File: config.mk
export PLATFORM = sky130hd
export DESIGN_NAME = wb_port_arbiter
export DESIGN_NICKNAME = d
export VERILOG_FILES = /design/src/rtl/wb_port_arbiter.sv
export SDC_FILE = /design/constraint.sdc
export NUM_CORES = 1
export LEC_CHECK = 0
export ABC_AREA = 1
export CAP_MARGIN = 20
export CORE_MARGIN = 4
export CORE_UTILIZATION = 50
export CTS_CLUSTER_DIAMETER = 80
export CTS_CLUSTER_SIZE = 24
export DETAILED_ROUTE_END_ITERATION = 10
export HOLD_SLACK_MARGIN = 0.1
export PLACE_DENSITY = 0.8
export SYNTH_ARGS = -nofsm -noshare
export SYNTH_HDL_FRONTEND = slang
export SYNTH_SLANG_ARGS = --single-unit
File: constraint.sdc
create_clock -name clk_i -period 2.8 [get_ports clk_i]
set_input_delay 0.84 -clock clk_i [delete_from_list [all_inputs] [get_ports clk_i]]
set_output_delay 0.84 -clock clk_i [all_outputs]
set_load 0.005 [all_outputs]
File: src/rtl/wb_port_arbiter.sv
`default_nettype none
// wb_port_arbiter: shares the register-file write port between pipeline writeback and a buffered MCU result FIFO.
// Optional macro WBARB_PERF_EN adds steal/squash event counters.
module wb_port_arbiter #(
  parameter int DEPTH        = 2,
  parameter int STARVE_LIMIT = 4
) (
  input  logic                       clk_i,
  input  logic                       rst_i,
  input  logic                       wb_we_i,
  input  logic [4:0]                 wb_rd_i,
  input  logic [31:0]                wb_data_i,
  input  logic                       mcu_valid_i,
  input  logic [4:0]                 mcu_rd_i,
  input  logic [31:0]                mcu_data_i,
  output logic                       mcu_ready_o,
  output logic                       stall_o,
  output logic                       rf_we_o,
  output logic [4:0]                 rf_addr_o,
  output logic [31:0]                rf_data_o,
  output logic [$clog2(DEPTH+1)-1:0] pending_o
`ifdef WBARB_PERF_EN
  ,
  output logic [31:0]                steal_cnt_o,
  output logic [31:0]                squash_cnt_o
`endif
);

  localparam int PTR_W = $clog2(DEPTH);
  localparam int CNT_W = $clog2(DEPTH+1);
  localparam int AGE_W = $clog2(STARVE_LIMIT+1);

  localparam logic [0:0] S_RUN   = 1'b0;
  localparam logic [0:0] S_STEAL = 1'b1;

  logic [0:0]       state_q, state_d;
  logic [PTR_W-1:0] wr_ptr_q, wr_ptr_d, rd_ptr_q, rd_ptr_d;
  logic [CNT_W-1:0] count_q, count_d;
  logic [AGE_W-1:0] age_q, age_d;
  logic             rf_we_q, rf_we_d;
  logic [4:0]       rf_addr_q, rf_addr_d;
  logic [31:0]      rf_data_q, rf_data_d;

  logic [4:0]       ent_rd_q   [DEPTH];
  logic [31:0]      ent_data_q [DEPTH];
  logic [DEPTH-1:0] ent_sq_q;

  logic empty, head_sq, head_live, pipe_wr, pop, push, store;

  always_comb begin
    empty     = (count_q == '0);
    head_sq   = ent_sq_q[rd_ptr_q];
    head_live = !empty && !head_sq;
    pipe_wr   = (state_q == S_RUN) && wb_we_i && (wb_rd_i != 5'd0);
    // A stolen slot always pops; otherwise the head only gets slots the pipeline leaves free.
    pop       = !empty && ((state_q == S_STEAL) || !pipe_wr);
    push      = mcu_valid_i && mcu_ready_o;
    store     = push && (mcu_rd_i != 5'd0);
  end

  always_comb begin
    wr_ptr_d = store ? wr_ptr_q + PTR_W'(1) : wr_ptr_q;
    rd_ptr_d = pop ? rd_ptr_q + PTR_W'(1) : rd_ptr_q;
    count_d  = count_q + CNT_W'(store) - CNT_W'(pop);

    age_d = age_q;
    if (empty || pop || head_sq) begin
      age_d = '0;
    end else if (age_q != '1) begin
      age_d = age_q + AGE_W'(1);
    end

    rf_we_d   = pop ? !head_sq : pipe_wr;
    rf_addr_d = rf_addr_q;
    rf_data_d = rf_data_q;
    if (pipe_wr) begin
      rf_addr_d = wb_rd_i;
      rf_data_d = wb_data_i;
    end else if (pop && !head_sq) begin
      rf_addr_d = ent_rd_q[rd_ptr_q];
      rf_data_d = ent_data_q[rd_ptr_q];
    end
  end

  // Starvation FSM: state register
  always_ff @(posedge clk_i or posedge rst_i) begin
    if (rst_i) begin
      state_q <= S_RUN;
    end else begin
      state_q <= state_d;
    end
  end

  // Starvation FSM: next state
  always_comb begin
    state_d = state_q;
    case (state_q)
      S_RUN: begin
        if (head_live && !pop && (age_q == AGE_W'(STARVE_LIMIT-1))) begin
          state_d = S_STEAL;
        end
      end
      default: state_d = S_RUN;
    endcase
  end

  // Starvation FSM: outputs
  always_comb begin
    stall_o     = (state_q == S_STEAL);
    mcu_ready_o = (count_q != CNT_W'(DEPTH));
    pending_o   = count_q;
    rf_we_o     = rf_we_q;
    rf_addr_o   = rf_addr_q;
    rf_data_o   = rf_data_q;
  end

  always_ff @(posedge clk_i or posedge rst_i) begin
    if (rst_i) begin
      wr_ptr_q  <= '0;
      rd_ptr_q  <= '0;
      count_q   <= '0;
      age_q     <= '0;
      rf_we_q   <= 1'b0;
      rf_addr_q <= '0;
      rf_data_q <= '0;
    end else begin
      wr_ptr_q  <= wr_ptr_d;
      rd_ptr_q  <= rd_ptr_d;
      count_q   <= count_d;
      age_q     <= age_d;
      rf_we_q   <= rf_we_d;
      rf_addr_q <= rf_addr_d;
      rf_data_q <= rf_data_d;
    end
  end

  // MCU results are older than the WB instruction, so a matching entry pushed this cycle is squashed too.
  always_ff @(posedge clk_i or posedge rst_i) begin
    if (rst_i) begin
      ent_sq_q <= '0;
    end else begin
      for (int i = 0; i < DEPTH; i++) begin
        if (pipe_wr && (ent_rd_q[i] == wb_rd_i)) begin
          ent_sq_q[i] <= 1'b1;
        end
      end
      if (store) begin
        ent_sq_q[wr_ptr_q] <= pipe_wr && (mcu_rd_i == wb_rd_i);
      end
    end
  end

  always_ff @(posedge clk_i) begin
    if (store) begin
      ent_rd_q[wr_ptr_q]   <= mcu_rd_i;
      ent_data_q[wr_ptr_q] <= mcu_data_i;
    end
  end

`ifdef WBARB_PERF_EN
  logic [31:0] steal_cnt_q, squash_cnt_q;

  always_ff @(posedge clk_i or posedge rst_i) begin
    if (rst_i) begin
      steal_cnt_q  <= '0;
      squash_cnt_q <= '0;
    end else begin
      if (state_q == S_STEAL) begin
        steal_cnt_q <= steal_cnt_q + 32'd1;
      end
      if (pop && head_sq) begin
        squash_cnt_q <= squash_cnt_q + 32'd1;
      end
    end
  end

  assign steal_cnt_o  = steal_cnt_q;
  assign squash_cnt_o = squash_cnt_q;
`endif

endmodule
`default_nettype wire
; ---- Word level (Yosys, flattened, before mapping)
; Memory sizes are Yosys's and may differ from the RTL's.
; Cells that the tools add are included.
[word_totals]
regBits = 48
mem_bits_rw = 74
output_inout_bits = 42
elab_cells = 70
mem_count = 2
[classes]
add_sub_neg = 5
order_cmp = 3
n_eq_ne = 6
n_mux = 19
n_bitwise = 1
reduce_logical = 25
[mem_list]
columns = memory, depth, word_bits, read_ports, rd_clocked_by_memory_dff, write_ports, line_no
row1 = ent_data_q, 2, 32, 1, 0, 1, 45  ; logic [31:0] ent_data_q [DEPTH];
row2 = ent_rd_q, 2, 5, 3, 0, 1, 44  ; logic [4:0] ent_rd_q [DEPTH];
[op_table]
columns = operator, count
row1 = 32-bit two-way mux, 2
row2 = 5-bit equality test, 3
row3 = 1-bit logical AND, 13
row4 = 1-bit two-way mux, 10
row5 = 5-bit two-way mux, 2
row6 = 5-bit nonzero test, 2
row7 = 3-bit two-way mux, 2
row8 = 1-bit zero test, 4
row9 = "1-bit by 2-bit < comparator with 1-bit output, second input constant", 2
row10 = 2-bit nonzero test, 2
row11 = "3-bit by 1-bit adder with 3-bit output, second input constant", 1
row12 = "3-bit by 2-bit equality test with 1-bit output, second input constant", 1
row13 = 1-bit logical OR, 3
row14 = "3-bit != test, second input constant", 1
row15 = "1-bit adder, second input constant", 2
row16 = 2-bit by 1-bit adder with 2-bit output, 1
row17 = 2-bit bitwise mux, 1
row18 = 2-bit zero test, 1
row19 = 2-bit two-way mux, 1
row20 = "2-bit != test, second input constant", 1
row21 = 2-bit by 1-bit subtractor with 2-bit output, 1
row22 = 1-bit demux with 1-bit select, 1
row23 = "1-bit greater-or-equal comparator, second input constant", 1
row24 = 1-bit NOT, 1

; ---- Longest topological paths before layout
; Gate-level depths: netlist of the first run.
[depth]
word_depth = 11
mapped_depth = 11

; ---- Worst setup path after synthesis of the first run
; Ideal clock, no wire load.
[synth_timing]
path_kind = in2reg
from = input mcu_valid_i
to = memory ent_data_q[0][0] (enable)
arrival_time_ns = 2.081
required_ns = 2.408
path_slack_ns = 0.327
path_stages = 3
n_path_buf = 0
path_cell_list = a21boi_0 > nand3_1 > inv_1
[synth_between]
elab_chain_len = 4
[synth_lines]
columns = item, line_no
row1 = "start, declared", 13  ; input logic mcu_valid_i,
row2 = 1-bit logical AND, 57  ; push = mcu_valid_i && mcu_ready_o;
row3 = 1-bit logical AND, 58  ; store = push && (mcu_rd_i != 5'd0);
row4 = 1-bit two-way mux, 154  ; if (store) begin
row5 = 1-bit two-way mux (not written as such), 156  ; ent_data_q[wr_ptr_q] <= mcu_data_i;
row6 = "end, declared", 45
; Every way passes these cells.

; ---- Worst setup path after layout of the first run
[layout_timing]
from = register count_q[1] (netlist: pending_o[1])
to = output mcu_ready_o
[layout_between]
elab_chain_len = 1
[layout_lines]
columns = item, line_no
row1 = "start, declared", 38  ; logic [CNT_W-1:0] count_q, count_d;
row2 = "start signal, assigned", 129  ; count_q <= count_d;
row3 = 2-bit != test, 110  ; mcu_ready_o = (count_q != CNT_W'(DEPTH));
row4 = "end, declared", 16  ; output logic mcu_ready_o,
; Every way passes these cells.

==> flow_metrics.tcl, run 1 <==
set metrics [dict create \
    status "completed" \
    async_flop_share_pct 39.3 \
    finalHoldViolCount 0 \
    netlist_instances 502 \
    cp_slowest_stage_delay_ns 0.49 \
    synth.net_count 584 \
    synth_ff_type "edfxtp_1" \
    crit_path_cell_trace "nand2_1 -> clkdlybuf4s50_1" \
    cts.sinks 122 \
    min_from "rf_data_o[0]" \
    timing.rr.end "age_q[0]" \
    worstMarginPinSlew_ns 0.681 \
    maxCapViolCount 0 \
    core_area_um2 9950 \
    crit_type "reg2out" \
    grt_max_degree 38 \
    final_max_slew_viol_count 0 \
    cp_max_fo 5 \
    ir_drop_mv 0.521 \
    die_h_um 110 \
    dieArea_um2 12100 \
    gp_congestion 0.788 \
    antenna_found_initial 0 \
    ys_warn_count 0 \
    period_share_pct 83.6 \
    clkSlewWorstSetupHoldPaths_ns 0.06 \
    dp_hpwl_um 8210 \
    firstDrtPassIters 4 \
    critPathTopFamily "buffers and inverters" \
    rrSetupSlack_ns 0.88 \
    cp.depth 2 \
    final_area_um2 7110 \
    wirelength_um 12200 \
    syn_avg_cell_area_um2 10.4 \
    wire_per_inst_um 15.7 \
    path_buf_inv 1 \
    vias 3957 \
    cp-startpoint "pending_o[1]" \
    clockBufferDepth 2 \
    finalNetCount 712 \
    fin_tns_setup_ns 0 \
    row_count 36 \
    synth_seq_cells 122 \
    n_antenna_cell 0 \
    power_mw 7.22 \
    grt.overflow.total 0 \
    required_ns 1.96 \
    cts_hold_buf 0 \
    post_cts_buffers 0 \
    finalCriticalPeriod_ns 2.34 \
    fin_skew_ns 0.00722 \
    grt_usage_pct 21.2 \
    die_w_um 110 \
    hold_path_class "reg2reg" \
    synth-edff-count 74 \
    design.portCount 120 \
    crit_end "mcu_ready_o" \
    drc 0 \
    synthToLayoutAreaGrowth_pct 36.8 \
    critPathSlowestCell "clkdlybuf4s50_1" \
    slew_headroom_pct 54.5 \
    cts_made_buffers 17 \
    root_buffer "clkbuf_8" \
    antenna_left 0 \
    grt_pass1_vias 4090 \
    layout-drive-gt1-share_pct 8.71 \
    power_density_nw_per_um2 1020 \
    dpl_cell_area_um2 6530 \
    seq_area_frac_synth_pct 65.9 \
    leakage_nw 3.05 \
    setup_viol 0 \
    cts_tree "built" \
    drtIter0Drc 286 \
    initial_utilization_pct 52.2 \
    layout_common_cells "nand2_1 (206), clkdlybuf4s50_1 (119), nand3_1 (78), edfxtp_1 (74), dfrtp_1 (48)" \
    grt_pass1_wl_um 19100 \
    arrival_ns 1.50 \
    fmaxAchievable_ghz 0.427 \
    start_kind "register" \
    syn_area_um2 5200 \
    clk_latency_ns 0.51 \
    synth_cell_types 25 \
    port_buffers 119 \
    reg2reg_depth 6 \
    rsz0062_at_grt "no" \
    htree_num_levels 4 \
    endpoint_kind "primary output" \
    via_per_inst 5.10 \
    cts_resized 0 \
    rr_startpoint "rd_ptr_q" \
    layout_commonest_cell "nand2_1" \
]
-- registers in the layout (all words and copies together) (netlist names) --
| name | cells |
|---|---|
| ent_rd_q | 10 |
| wr_ptr_q | 1 |
| rd_ptr_q | 1 |
| rf_addr_o | 5 |
| ent_data_q | 64 |
| stall_o | 1 |
| ent_sq_q | 2 |
| age_q | 3 |
| pending_o | 2 |
| rf_data_o | 32 |
| rf_we_o | 1 |
-- worst min-delay path, stage by stage, from the launching register on --
cell     delay [ns]
dfrtp_1        0.34
nand2_1        0.05
nand3_1        0.06
-- synthesized netlist by cell type (2+ instances only) --
library cell,number,area share [%]
buf_2,13,1.3
buf_4,2,0.29
buf_6,6,1.3
clkbuf_1,4,0.29
dfrtp_1,48,23
edfxtp_1,74,43
ha_1,4,0.96
inv_1,17,1.2
inv_2,3,0.22
nand2_1,206,15
nand2_4,2,0.43
nand3_1,78,7.5
nor2_1,16,1.2
o21ai_0,2,0.19
xnor2_1,8,1.3
xor2_1,10,1.7
-- kinds of logic (layout without fill, tap and decap cells) --
logic type / Yosys count / count (layout) / share of synthesized area [%]
compound gates: 6 / 6 / 0.818
xor+xnor: 18 / 18 / 3.03
fa+ha+maj: 4 / 4 / 0.963
buf+inv: 46 / 187 / 4.69
flops: 122 / 122 / 65.9
mux: 1 / 1 / 0.193
simple gates: 305 / 305 / 24.4
-- where the power goes --
| group | internal, mW | switching [mW] |
|---|---|---|
| Combinational | 1.06 | 1.28 |
| Sequential | 2.52 | 0.256 |
| Clock | 1.29 | 0.822 |
-- area by class of cell --
cell class | instances | area, µm²
Sequential cell | 122 | 3420
Fill cell | 697 | 2850
Multi-Input combinational cell | 334 | 1530
Timing Repair Buffer | 134 | 1330
Clock buffer | 18 | 418
Tap cell | 133 | 166
Clock inverter | 14 | 160
Inverter | 21 | 81.3
-- routing by layer --
metal  up-vias  global-route usage [%]  wire length, µm
li1       1910                       -                -
met1      1891                    23.6             4640
met2       137                    38.3             6470
met3        19                    5.40              899
met4         0                    8.64              198
met5         -                       0                0
-- per-stage QoR --
stage               worst slack (ns)  cells  hold WS, ns  util [%]
floorplan                      0.327    502        0.464         -
global placement               0.197    744        0.462      65.6
detailed placement             0.107    744        0.468      65.6
CTS                            0.438    776        0.483      71.4
global route                   0.376    776        0.505      71.4
finish                         0.459    776        0.478      71.4
-- worst min-delay path by stage --
stage | slack [ns] | cells after the start | endpoint
final | 0.48 | 2 | rf_data_o[0]
after global routing | 0.50 | 2 | rf_data_o[7]
after CTS | 0.48 | 2 | rf_data_o[0]
after detailed placement | 0.47 | 2 | rf_data_o[0]
after global placement | 0.46 | 2 | rf_data_o[1]
after floorplan | 0.46 | 2 | wr_ptr_q
Power figures use the tool's default switching activity.
==> inputs of run 2 (changes only) <==
- CORE_UTILIZATION: 50 -> 45
- PLACE_DENSITY: 0.8 -> 0.76
- clock period: 2.8 -> 2.1 ns (I/O delays scaled with it)
==> run 2 against run 1 <==
  * Worst setup slack worse by 0.34 ns
  * Die area is 10% higher
  * Via count is 1.9% higher
  * Critical endpoint is now pending_o[1]
  * Largest cell class unchanged
==> flow_metrics.tcl, run 2 (synthesis gave the netlist of run 1 again) <==
set metrics [dict create \
    required_ns 1.47 \
    die_w_um 115 \
    synthToLayoutAreaGrowth_pct 42.5 \
    fin_skew_ns 0.00620 \
    drc 0 \
    core_area_um2 11100 \
    largest_reg_flops 64 \
    die_h_um 115 \
    root_buffer "clkbuf_16" \
    cp_slowest_stage_delay_ns 0.53 \
    power_density_nw_per_um2 1360 \
    layout-drive-gt1-share_pct 12.0 \
    p_seq_share_pct 37.0 \
    leakage_nw 3.19 \
    p_switching_mw 3.24 \
    max_flop_register "ent_data_q" \
    ir_drop_mv 0.758 \
    slew_headroom_pct 53.8 \
    final_max_slew_viol_count 0 \
    grt_max_degree 38 \
    crit_type "reg2out" \
    port_buffers 119 \
    layout_common_cells "nand2_1 (206), clkdlybuf4s50_1 (118), nand3_1 (78), edfxtp_1 (74), dfrtp_1 (48)" \
    power_mw 10.1 \
    setup_viol 0 \
    finalNonFillerCells 804 \
    pre_cts_ws_ns -0.197 \
    fin_ws_ns 0.116 \
    swShare_pct 32.2 \
    comb_power_share_pct 33.1 \
    clockBufferDepth 2 \
    status "completed" \
    grt.overflow.total 0 \
    dieArea_um2 13300 \
    wire_per_inst_um 16.0 \
    fin_tns_setup_ns 0 \
    clkPwrFrac_pct 29.9 \
    layout_commonest_cell "nand2_1" \
    grt_pass1_wl_um 20500 \
    via_per_inst 5.02 \
    antenna_left 0 \
    htree_num_levels 4 \
    finalHoldViolCount 0 \
    row_count 38 \
    design.portCount 120 \
    hold_path_class "reg2reg" \
    firstDrtPassIters 4 \
    wirelength_um 12900 \
    fmaxAchievable_ghz 0.504 \
    endpoint_kind "primary output" \
    dp_hpwl_um 8640 \
    arrival_ns 1.35 \
    start_kind "register" \
    worstMarginPinSlew_ns 0.693 \
    period_share_pct 94.5 \
    cp_max_fo 5 \
    critPathSlowestCell "clkdlybuf4s50_1" \
    clkSlewWorstSetupHoldPaths_ns 0.06 \
    grt_pass1_vias 4271 \
    cts.sinks 122 \
    initial_utilization_pct 46.9 \
    maxCapViolCount 0 \
    drtIter0Drc 200 \
    p_int_mw 6.81 \
    vias 4033 \
    gp_congestion 0.798 \
    finalCriticalPeriod_ns 1.98 \
    cts_tree "built" \
    crit_path_cell_trace "clkdlybuf4s50_1" \
    n_antenna_cell 0 \
    critPathTopFamily "buffers and inverters" \
    grt_usage_pct 20.0 \
    finalNetCount 733 \
    rsz0062_at_grt "no" \
    clk_latency_ns 0.40 \
    antenna_found_initial 0 \
    cts_made_buffers 17 \
    path_buf_inv 1 \
    dp.cells 772 \
]
[run 2: changes by cell type in the layout (fill, tap and decap cells not counted), sizes merged]
cell,delta
dlymetal6s2s,+1
buf,+21
bufinv,+1
clkbuf,-1
clkdlybuf4s50,-1
inv,-5
clkinv,+6
clkinvlp,-1
[run 2: timing repair]
item | 4_1_cts | 5_1_grt
buffers inserted | 0 | 0
hold endpoints to repair | 0 | 0
setup endpoints to repair | 0 | 1
hold buffers | 0 | 0
gates resized for setup | 0 | 2
[run 2: layout make-up]
class	instances	area (µm²)
Fill cell	802	3670
Sequential cell	122	3420
Timing Repair Buffer	155	1580
Multi-Input combinational cell	334	1530
Clock buffer	17	425
Clock inverter	15	189
Tap cell	140	175
Inverter	21	88.8
[run 2: worst paths after layout]
path	startpoint	slack (ns)	to	depth (start not counted)
max in group asynchronous	rst_i	1.06	rf_data_o[30]	3
worst min-delay path	rf_data_o[0]	0.48	rf_data_o[0]	2
min in group asynchronous	rst_i	0.51	rf_data_o[22]	2
worst max register to register	rd_ptr_q	0.24	stall_o	5
worst min register to register	rf_data_o[0]	0.48	rf_data_o[0]	2
worst max-delay path	pending_o[1]	0.12	pending_o[1]	1
[run 2: power by group through the flow]
| stage | Sequential, mW | Clock [mW] | Combinational (mW) |
|---|---|---|---|
| global placement | 3.72 | 0 | 3.24 |
| CTS | 3.72 | 3.04 | 3.38 |
| global route | 3.80 | 3.16 | 3.67 |
| finish | 3.72 | 3.01 | 3.33 |
| floorplan | 3.72 | 0 | 1.70 |
| detailed placement | 3.75 | 0 | 3.34 |
[run 2: metal layers]
metal | global-route usage, % | up-vias | routed length [µm]
met5 | 0 | - | 0
met2 | 35.9 | 142 | 6620
met1 | 23.1 | 1930 | 5160
li1 | - | 1948 | -
met3 | 5.48 | 13 | 936
met4 | 7.20 | 0 | 163
[run 2: per-stage QoR]
| stage | instance area (µm²) | hold WS [ns] | utilization (%) |
|---|---|---|---|
| floorplan | 5200 | 0.464 | - |
| global placement | 6790 | 0.463 | 61.3 |
| detailed placement | 6790 | 0.469 | 61.3 |
| CTS | 7410 | 0.483 | 66.9 |
| global route | 7410 | 0.511 | 66.9 |
| finish | 7410 | 0.482 | 66.9 |
